**src/rtl/stopwatch_core.sv**
```systemverilog
// Minutes:seconds stopwatch with up/down counting, field adjust, pause, expiry flag
// and a four-digit multiplexed seven-segment display driver.
module stopwatch_core #(
  parameter int TICK_DIV  = 100000000,
  parameter int ADJ_DIV   = 50000000,
  parameter int BLINK_DIV = 10000000,
  parameter int SCAN_DIV  = 250000,
  parameter int MAX_MIN   = 59
) (
  input  logic       clk,
  input  logic       rst,
  input  logic       pause_pulse,
  input  logic       sel,
  input  logic       adj,
  input  logic       dir,
  output logic [6:0] minutes,
  output logic [5:0] seconds,
  output logic       paused,
  output logic       expired,
  output logic [6:0] seg,
  output logic [3:0] an
);

  localparam int TICK_W  = $clog2(TICK_DIV);
  localparam int ADJ_W   = $clog2(ADJ_DIV);
  localparam int BLINK_W = $clog2(BLINK_DIV);
  localparam int SCAN_W  = $clog2(SCAN_DIV);

  logic [TICK_W-1:0]  tick_cnt;
  logic [ADJ_W-1:0]   adj_cnt;
  logic [BLINK_W-1:0] blink_cnt;
  logic [SCAN_W-1:0]  scan_cnt;

  logic       count_tick, adj_tick, blink_tick, scan_tick;
  logic       blink_phase;
  logic [1:0] scan_idx;

  logic [6:0] min_nx;
  logic [5:0] sec_nx;
  logic       exp_nx;

  logic [3:0] sec_ones, sec_tens, min_ones, min_tens;
  logic [3:0] digit;
  logic       blank;
  logic       blink_on;
  logic [3:0] an_nx;
  logic [6:0] seg_nx;

  assign count_tick = (tick_cnt  == TICK_W'(TICK_DIV - 1));
  assign adj_tick   = (adj_cnt   == ADJ_W'(ADJ_DIV - 1));
  assign blink_tick = (blink_cnt == BLINK_W'(BLINK_DIV - 1));
  assign scan_tick  = (scan_cnt  == SCAN_W'(SCAN_DIV - 1));

  // Dividers free-run regardless of mode or pause so tick spacing never jitters.
  always_ff @(posedge clk or posedge rst) begin
    if (rst) begin
      tick_cnt    <= '0;
      adj_cnt     <= '0;
      blink_cnt   <= '0;
      scan_cnt    <= '0;
      blink_phase <= 1'b0;
      scan_idx    <= 2'd0;
    end else begin
      tick_cnt  <= count_tick ? '0 : tick_cnt + 1'b1;
      adj_cnt   <= adj_tick   ? '0 : adj_cnt + 1'b1;
      blink_cnt <= blink_tick ? '0 : blink_cnt + 1'b1;
      scan_cnt  <= scan_tick  ? '0 : scan_cnt + 1'b1;
      if (blink_tick) blink_phase <= ~blink_phase;
      if (scan_tick)  scan_idx    <= scan_idx + 2'd1;
    end
  end

  // Time update uses the pre-toggle paused value; a pause request always clears expiry.
  always_comb begin
    min_nx = minutes;
    sec_nx = seconds;
    exp_nx = expired;
    if (!paused) begin
      if (adj) begin
        if (adj_tick) begin
          exp_nx = 1'b0;
          if (sel) min_nx = (minutes == 7'(MAX_MIN)) ? 7'd0 : minutes + 7'd1;
          else     sec_nx = (seconds == 6'd59) ? 6'd0 : seconds + 6'd1;
        end
      end else if (count_tick) begin
        if (!dir) begin
          if (seconds == 6'd59) begin
            sec_nx = 6'd0;
            min_nx = (minutes == 7'(MAX_MIN)) ? 7'd0 : minutes + 7'd1;
          end else begin
            sec_nx = seconds + 6'd1;
          end
        end else if (minutes == 7'd0 && seconds == 6'd0) begin
          exp_nx = 1'b1;
        end else if (seconds == 6'd0) begin
          sec_nx = 6'd59;
          min_nx = minutes - 7'd1;
        end else begin
          sec_nx = seconds - 6'd1;
          if (minutes == 7'd0 && seconds == 6'd1) exp_nx = 1'b1;
        end
      end
    end
    if (pause_pulse) exp_nx = 1'b0;
  end

  always_ff @(posedge clk or posedge rst) begin
    if (rst) begin
      minutes <= 7'd0;
      seconds <= 6'd0;
      paused  <= 1'b0;
      expired <= 1'b0;
    end else begin
      minutes <= min_nx;
      seconds <= sec_nx;
      expired <= exp_nx;
      if (pause_pulse) paused <= ~paused;
    end
  end

  function automatic logic [6:0] seg_decode(input logic [3:0] d);
    case (d)
      4'd0:    seg_decode = 7'h40;
      4'd1:    seg_decode = 7'h79;
      4'd2:    seg_decode = 7'h24;
      4'd3:    seg_decode = 7'h30;
      4'd4:    seg_decode = 7'h19;
      4'd5:    seg_decode = 7'h12;
      4'd6:    seg_decode = 7'h02;
      4'd7:    seg_decode = 7'h78;
      4'd8:    seg_decode = 7'h00;
      4'd9:    seg_decode = 7'h10;
      default: seg_decode = 7'h7F;
    endcase
  endfunction

  assign sec_ones = 4'(seconds % 6'd10);
  assign sec_tens = 4'(seconds / 6'd10);
  assign min_ones = 4'(minutes % 7'd10);
  assign min_tens = 4'(minutes / 7'd10);
  assign blink_on = adj && !paused && blink_phase;

  always_comb begin
    digit = sec_ones;
    an_nx = 4'b1110;
    blank = 1'b0;
    case (scan_idx)
      2'd0: begin digit = sec_ones; an_nx = 4'b1110; blank = blink_on && !sel; end
      2'd1: begin digit = sec_tens; an_nx = 4'b1101; blank = blink_on && !sel; end
      2'd2: begin digit = min_ones; an_nx = 4'b1011; blank = blink_on &&  sel; end
      default: begin digit = min_tens; an_nx = 4'b0111; blank = blink_on && sel; end
    endcase
    seg_nx = blank ? 7'h7F : seg_decode(digit);
  end

  // Display outputs are registered so the pins never glitch during digit changes.
  always_ff @(posedge clk or posedge rst) begin
    if (rst) begin
      an  <= 4'b1110;
      seg <= 7'h40;
    end else begin
      an  <= an_nx;
      seg <= seg_nx;
    end
  end

endmodule

```
**config.mk**
```make
export PLATFORM = sky130hd
export DESIGN_NAME = stopwatch_core
export DESIGN_NICKNAME = d
export VERILOG_FILES = /design/src/rtl/stopwatch_core.sv
export SDC_FILE = /design/constraint.sdc
export NUM_CORES = 1
export LEC_CHECK = 0
export CAP_MARGIN = 10
export CELL_PAD_IN_SITES_DETAIL_PLACEMENT = 0
export CELL_PAD_IN_SITES_GLOBAL_PLACEMENT = 1
export CORE_ASPECT_RATIO = 1.4
export CORE_MARGIN = 2
export CORE_UTILIZATION = 40
export DETAILED_ROUTE_END_ITERATION = 8
export PLACE_DENSITY = 0.81
export REMOVE_ABC_BUFFERS = 1
export SYNTH_ARGS = -nofsm -noshare
export SYNTH_HDL_FRONTEND = slang
export SYNTH_SLANG_ARGS = --single-unit
```
**constraint.sdc**
```tcl
create_clock -name clk -period 6.3 [get_ports clk]
set_input_delay 1.26 -clock clk [delete_from_list [all_inputs] [get_ports clk]]
set_output_delay 1.26 -clock clk [all_outputs]
set_load 0.01 [all_outputs]
```
**Yosys cells after proc, flatten, opt, wreduce, memory -nomap -nowiden**

Memory sizes are Yosys's and may differ from the RTL's.
Cells that the tools add are included.

- Register bits after elaboration: 124
- Memory bits (read-only): 112
- Input bits: 6
- Memories kept: 1

Memory list:

| name | words | width | read ports | clocked after memory_dff | write ports | line | text |
|---|---|---|---|---|---|---|---|
| (no name shown) | 16 | 7 | 1 | 0 | 0 | 122 | `case (d)` |

- Add/sub/neg operators: 9
- Divide/modulo/power cells: 4
- Eq/ne operators: 17
- Multiplexer cells: 34
- Bitwise operators: 2
- Reductions and logical operators: 20

Operator list:

| kind | number |
|---|---|
| 7-bit 2-to-1 mux | 10 |
| 6-bit 2-to-1 mux | 8 |
| 27-bit by 1-bit adder with 27-bit output, second input constant | 1 |
| 27-bit == test, second input constant | 1 |
| 27-bit 2-to-1 mux | 1 |
| 26-bit by 1-bit adder with 26-bit output, second input constant | 1 |
| 26-bit == test, second input constant | 1 |
| 26-bit 2-to-1 mux | 1 |
| 24-bit by 1-bit adder with 24-bit output, second input constant | 1 |
| 24-bit == test, second input constant | 1 |
| 24-bit 2-to-1 mux | 1 |
| 4-bit one-hot mux with 3 select lines | 2 |
| 18-bit by 1-bit adder with 18-bit output, second input constant | 1 |
| 18-bit == test, second input constant | 1 |
| 18-bit 2-to-1 mux | 1 |
| 1-bit 2-to-1 mux | 10 |
| 3-bit nonzero test | 3 |
| 7-bit by 1-bit adder with 7-bit output, second input constant | 1 |
| 7-bit by 4-bit divider with 7-bit output, second input constant | 1 |
| 7-bit by 6-bit == test with 1-bit output, second input constant | 1 |
| 7-bit zero test | 1 |
| 7-bit by 4-bit remainder unit with 7-bit output, second input constant | 1 |
| 7-bit AND reduction | 1 |
| 7-bit by 1-bit subtractor with 7-bit output, second input constant | 1 |
| 24 further kinds | 34 |

**Logic depth before layout (Yosys ltp)**

Gate-level depths: netlist (run 1).

- Depth after elaboration: 10
- Depth in mapped cells: 20

**Worst setup path after synthesis (run 1)**

Ideal clock, no wire load.

- Kind: reg2reg
- Start point: register scan_idx[0]
- End point: register seg[3]
- Library setup time: 0.133 ns
- Arrival: 3.673 ns
- Slack: 2.494 ns
- Stages on the path, launching flop included: 19
- Clock period less this slack: 3.806 ns
- Cells stage by stage: dfrtp_1 -> inv_1 -> ha_1 -> buf_2 -> nand3_1 -> or2_2 -> nand2_1 -> inv_1 -> o21ai_0 -> a21oi_1 -> ha_1 -> o311ai_0 -> mux2i_1 -> and2_1 -> or4_1 -> a31o_2 -> ha_1 -> mux2i_1 -> o21ai_1

- Word-level cells in the longest chain between the ends: 4
- Elaborated cells on any way between the ends: 8
- Those cells by class: 2 x eq/ne; 3 x mux; 2 x reduce/logical; 1 x memory

Ends and longest elaborated chain:

| element | line | text |
|---|---|---|
| from (decl) | 36 | `logic [1:0] scan_idx;` |
| from (signal assigned) | 69 | `if (scan_tick) scan_idx <= scan_idx + 2'd1;` |
| 2-bit == test, or another cell as far along | 147 | `case (scan_idx)` |
| 4-bit one-hot mux with 3 select lines / 2-bit OR reduction (equally long branches) | -- |  |
| memory read 16 x 7 bit / 1-bit 2-to-1 mux (equally long branches) | -- |  |
| 7-bit 2-to-1 mux (*) | 153 | `seg_nx = blank ? 7'h7F : seg_decode(digit);` |
| net seg_nx[3] | 47 | `logic [6:0] seg_nx;` |
| to (signal assigned) | 163 | `seg <= seg_nx;` |
| to (decl) | 20 | `output logic [6:0] seg,` |

Mark *: on every way through the listed nets, which the timed path passes. The rest lies on a longest branch.
A chain may end at the register's enable or synchronous reset.

**Worst setup path after layout (run 1)**

- Start point: register scan_idx[0]
- End point: register seg[1]

The elaborated chain is that of the path after synthesis.

==> results of run 1 <==
[report_power, final]
group          internal [uW]  switching, uW
Sequential               815           22.2
Clock                    663            372
Combinational           75.8           89.0
[sequential cells by signal, summed over array words and instances, names as in the netlist]
register	cells
adj_cnt	26
an	4
blink_cnt	24
blink_phase	1
expired	1
minutes	7
paused	1
scan_cnt	18
scan_idx	2
seconds	6
seg	7
tick_cnt	27
[per-layer routing]
| metal | GRT usage (%) | part of all wire (%) |
|---|---|---|
| met4 | 7.31 | 2.8 |
| met1 | 22.5 | 45 |
| met2 | 29.0 | 50 |
| met3 | 3.56 | 2.2 |
| met5 | 0 | 0 |
[per-stage QoR]
| stage | cell area [sq um] | hold WS, ps | util, % | total power [uW] | cells |
|---|---|---|---|---|---|
| 2_1_floorplan | 6920 | 425 | - | 946 | 732 |
| 3_3_place_gp | 7590 | 442 | 43.8 | 1020 | 1006 |
| 3_5_place_dp | 7590 | 445 | 43.8 | 1020 | 1006 |
| 4_1_cts | 8210 | 453 | 47.4 | 2070 | 1038 |
| 5_1_grt | 8210 | 476 | 47.4 | 2120 | 1038 |
| 6_report | 8210 | 455 | 47.4 | 2040 | 1038 |
[cell usage in the layout (no fill, tap or decap), types with 5 or more instances in the layout]
cell type / netlist / layout
nor2_1: 92 / 92
xor2_1: 49 / 49
clkdlybuf4s50_1: 0 / 31
o31ai_1: 12 / 12
nand2b_1: 6 / 6
buf_4: 2 / 7
nor2b_1: 8 / 8
dfrtp_1: 120 / 120
inv_1: 24 / 23
nor4_1: 13 / 12
clkbuf_16: 0 / 17
clkinv_4: 0 / 5
nand4_1: 19 / 19
xnor2_1: 39 / 39
nor3_1: 23 / 22
o21ai_0: 38 / 38
and3_1: 19 / 19
mux2i_1: 11 / 11
nand2_1: 73 / 73
ha_1: 23 / 23
nand3_1: 51 / 51
a21oi_1: 20 / 20
nor4b_1: 9 / 9
[worst max-delay path by stage]
stage,to,slack [ps],cells past startpoint
after floorplan,adj_cnt[0],1750,1
after detailed placement,seg[1],1720,17
after global routing,seg[1],1100,17
after CTS,seg[1],1710,17
final,seg[1],1700,17
after global placement,seg[1],1830,17
[cell type report]
| class | count | area, sq um |
|---|---|---|
| timing repair buffer | 38 | 363 |
| inverter | 25 | 96.3 |
| multi-input combinational | 583 | 3730 |
| sequential | 124 | 3110 |
| tap | 236 | 295 |
| clock inverter | 14 | 195 |
| clock buffer | 18 | 429 |
| fill | 1653 | 9120 |
[cell families (layout without fill, tap and decap cells)]
kind of cell | Yosys count | count (layout) | synth area share (%)
flops | 124 | 124 | 44.0
fa+ha+maj | 24 | 24 | 4.22
simple gates | 341 | 341 | 24.1
buf+inv | 55 | 95 | 3.35
mux | 16 | 16 | 2.39
compound gates | 113 | 113 | 10.8
xor+xnor | 89 | 89 | 11.1
==> flow_summary.toml, run 1 <==
[logic_synthesis]
synth_most_common_cell = "dfrtp_1"
ys_seq_area_share_pct = 44.0
yosys.area.top_type = "dfrtp_1"
ys_ff_latch = 124
synth_top_area_share_pct = 42.5
synth_commonest_cells = "120 x dfrtp_1, 92 x nor2_1, 73 x nand2_1, 51 x nand3_1, 49 x xor2_1"
ys_types = 70
syn_avg_cell_area_sq_um = 9.26
yosysWarnings = 0
syn_area_sq_um = 7060
synth-edff-count = 0
syn_inst = 762
synth_area_leaders = "dfrtp_1 43%, xor2_1 6.1%, nor2_1 4.9%"
synthArstFlopShare_pct = 100
synthFlopType = "dfrtp_1"

[hold_path]
hold_end = "scan_cnt[0]"
hp-start = "scan_cnt[0]"
min_path_type = "reg -> reg"
hold_depth = 1

[layout]
antenna_cells = 0
layout-drive-gt1-share_pct = 8.73
nets = 818
area_growth_pct = 16.3

[timing]
slew_headroom_pct = 35.3
totalNegativeSetupSlack_ps = 0
period_needed_ps = 4600
rsz0062_at_grt = "false"
finalHoldViolations = 0
drv_slew = 0
fmax_mhz = 217
period_share_pct = 73.0
setup_slack_ps = 1700
tightestPinTransition_ps = 967
finalClockSkew_ps = 10.7
setup_viol = 0

[global_routing]
grt_pass1_wl_microns = 26700
grt_start_max_net_pins = 64
antenna_found_initial = 0
grt_pass1_vias = 5473
grt.total_usage_pct = 17.6
overflow = 0

[placed_design]
dp_hpwl_microns = 10700
dp_slack_ps = 1720
place.gp.congestion = 0.899
port_buffers = 31

[floorplanning]
die_area_sq_um = 18700
initial_core_util_pct = 40.7
rows = 57
core_area_sq_um = 17300
dieHeight_microns = 161
die_w_microns = 116
io_pins = 32

[drt]
route.vias.total = 5490
drt_iter0_markers = 264
vias_per_cell = 5.29
drt_first_pass_iters = 5
ant_nets = 0
post-route-drc-count = 0
routedWlPerCell_microns = 14.8
routed_wl_microns = 15400

[critical_path]
cp_slowest_cell = "o22ai_1"
arrival_ps = 4860
r2r-start = "scan_idx[0]"
start_kind = "flip-flop"
required_ps = 6560
slowest_delay_ps = 740
crit_chain = "inv_1 -> ha_1 -> nand2_1 -> a21boi_0 -> a221o_1 -> nand2_1 -> inv_1 -> o21ai_0 -> a21oi_1 -> ha_1 -> o311ai_0 -> mux2i_1 -> a211o_1 -> o22ai_1 -> nand2_1 -> o2bb2ai_2 -> o21ai_1"
crit_buf_inv = 2
end_kind = "flip-flop"
critPathMostFrequentCell = "nand2_1"
crit_start = "scan_idx[0]"
crit_type = "reg -> reg"
rrSetupSlack_ps = 1700
worst_r2r_path_depth = 17
timing.rr.end = "seg[1]"
cpLargestDelayFamily = "compound AO/OA/AOI/OAI gates"
cp_max_fo = 15

[flow_run]
maxCapViolCount = 0

[clocking]
cts_sinks = 124
clkTransAtPathRegs_ps = 60
cts_resized = 0
cts_buffer_depth = 2
cts_tree = "built"
cts_root_buf = "clkbuf_16"
hold_buffers = 0
insertion_delay_ps = 420
htree_levels = 4
cts_setup_buffers = 0
cts_inserted_buffers = 17

[run_status]
status = "completed"

[power_and_ir_drop]
p_leak_uw = 0.00354
powerDensity_nw_per_um2 = 248
ir_drop_uv = 153
(Power assumes the default switching activity.)
==> inputs of run 2 (changes only) <==
clock period = 4.75 ns   (was 6.3 ns; I/O delays follow)
==> flow_summary.toml, run 2 (synthesis gave the netlist of run 1 again) <==
[run_status]
status = "completed"

[power_and_ir_drop]
power.switching_uw = 623
p_clk_share_pct = 48.2
power_frac_comb_pct = 8.7
p_leak_uw = 0.00353
switching_share_pct = 24.1
ir_drop_uv = 218
p_int_uw = 1960
powerDensity_nw_per_um2 = 315
seqPwrFrac_pct = 43.1

[layout]
reg_top3 = "tick_cnt x27, adj_cnt x26, blink_cnt x24"
largest_reg_flops = 27
num-fill-cells = 1621
area_growth_pct = 16.1
nets = 821
final_cell_mix = "120 x dfrtp_1, 92 x nor2_1, 73 x nand2_1"
layout_commonest_cell = "dfrtp_1"
layout-drive-gt1-share_pct = 8.94
regMostFlops = "tick_cnt"
antenna_cells = 0

[placed_design]
place.gp.congestion = 0.940
port_buffers = 31
dp_hpwl_microns = 10700

[drt]
vias_per_cell = 5.26
post-route-drc-count = 0
drt_first_pass_iters = 5
route.vias.total = 5475
routed_wl_microns = 15200
routedWlPerCell_microns = 14.6
drt_iter0_markers = 245
ant_nets = 0

[floorplanning]
io_pins = 32
initial_core_util_pct = 40.7
rows = 57
core_area_sq_um = 17300
dieHeight_microns = 161
die_area_sq_um = 18700
die_w_microns = 116

[clocking]
cts_resized = 0
cts_root_buf = "clkbuf_16"
cts_buffer_depth = 2
cts_inserted_buffers = 17
cts_sinks = 124
clkTransAtPathRegs_ps = 60
cts_setup_buffers = 0
cts_tree = "built"
htree_levels = 4
hold_buffers = 0
insertion_delay_ps = 420

[timing]
fmax_mhz = 233
tightestPinTransition_ps = 853
finalClockSkew_ps = 7.72
period_needed_ps = 4300
setup_viol = 0
rsz0062_at_grt = "false"
period_share_pct = 90.5
slew_headroom_pct = 42.9
drv_slew = 0
whs_ps = 450
totalNegativeSetupSlack_ps = 0
finalHoldViolations = 0

[global_routing]
grt_start_max_net_pins = 65
grt.total_usage_pct = 17.5
antenna_found_initial = 0
grt_pass1_wl_microns = 26100
overflow = 0
grt_pass1_vias = 5352

[critical_path]
end_kind = "flip-flop"
required_ps = 5040
crit_type = "reg -> reg"
cp_max_fo = 7
start_kind = "flip-flop"
arrival_ps = 4590

[flow_run]
maxCapViolCount = 0

[hold_path]
min_path_type = "reg -> reg"
run 2: cell types whose count changed in the layout (fill, tap and decap cells not counted):
| cell | change |
|---|---|
| clkbuf_8 | +4 |
| inv_6 | -1 |
| buf_12 | +1 |
| clkinv_2 | -1 |
| clkinvlp_4 | +3 |
| bufinv_16 | -3 |
| buf_4 | +2 |
| clkbuf_1 | +1 |
| clkinv_4 | -3 |
run 2: worst paths after layout:
kind	startpoint	to	slack (ps)	depth (start not counted)
min	scan_cnt[0]	scan_cnt[0]	450	1
min reg2reg	scan_cnt[0]	scan_cnt[0]	450	1
max	scan_idx[0]	seg[3]	450	18
min in group asynchronous	rst	blink_cnt[17]	1030	2
max reg2reg	scan_idx[0]	seg[3]	450	18
max in group asynchronous	rst	seg[6]	2870	3
run 2: power by group through the flow:
stage                     Combinational [uW]  Clock (uW)  Sequential, uW
after floorplan                          122           0            1130
after global placement                   226           0            1130
after detailed placement                 227           0            1130
after CTS                                228        1280            1110
after global routing                     250        1320            1110
final                                    225        1240            1110
run 2: metrics by stage:
step / setup WS (ps) / utilization (%) / power [uW] / cell area (sq um) / std cells
6_report: 452 / 47.3 / 2580 / 8200 / 1041
5_1_grt: 147 / 47.3 / 2690 / 8200 / 1041
4_1_cts: 481 / 47.3 / 2620 / 8200 / 1041
3_5_place_dp: 503 / 44.0 / 1360 / 7620 / 1009
3_3_place_gp: 623 / 44.0 / 1360 / 7620 / 1009
2_1_floorplan: 507 / - / 1250 / 6920 / 732
run 2: critical path, cell delays in order, from the launching register on:
cell and delay, ps:
dfrtp_1 420, inv_1 150, ha_1 330, nand2_1 150, a21boi_0 170, a221o_1 410, nand2_1 100, inv_1 50
o21ai_0 170, a21oi_1 100, ha_1 280, o311ai_0 180, mux2i_1 170, and2_1 200, or4_1 460, a31o_2 310
ha_1 320, mux2i_1 130, o21ai_1 70
run 2: area by class of cell:
| class | instances | area (sq um) | share of cell area [%] |
|---|---|---|---|
| clock buffers | 23 | 488 | 5.95 |
| clock inverters | 9 | 87.6 | 1.07 |
| inverters | 25 | 96.3 | 1.18 |
| multi-input cells | 583 | 3730 | 45.4 |
| flip-flops and latches | 124 | 3110 | 37.9 |
| well taps | 236 | 295 | 3.60 |
| repair buffers | 41 | 398 | 4.85 |
run 2: routing by layer:
layer  up-vias  GRT usage (%)  share of wire (%)  routed length (microns)
li1       2725              -                  -                        -
met1      2644           22.3                 45                     6840
met2        84           29.4                 50                     7610
met3        22           3.30                2.7                      410
met4         0           6.39                1.9                      295
met5         -              0                  0                        0
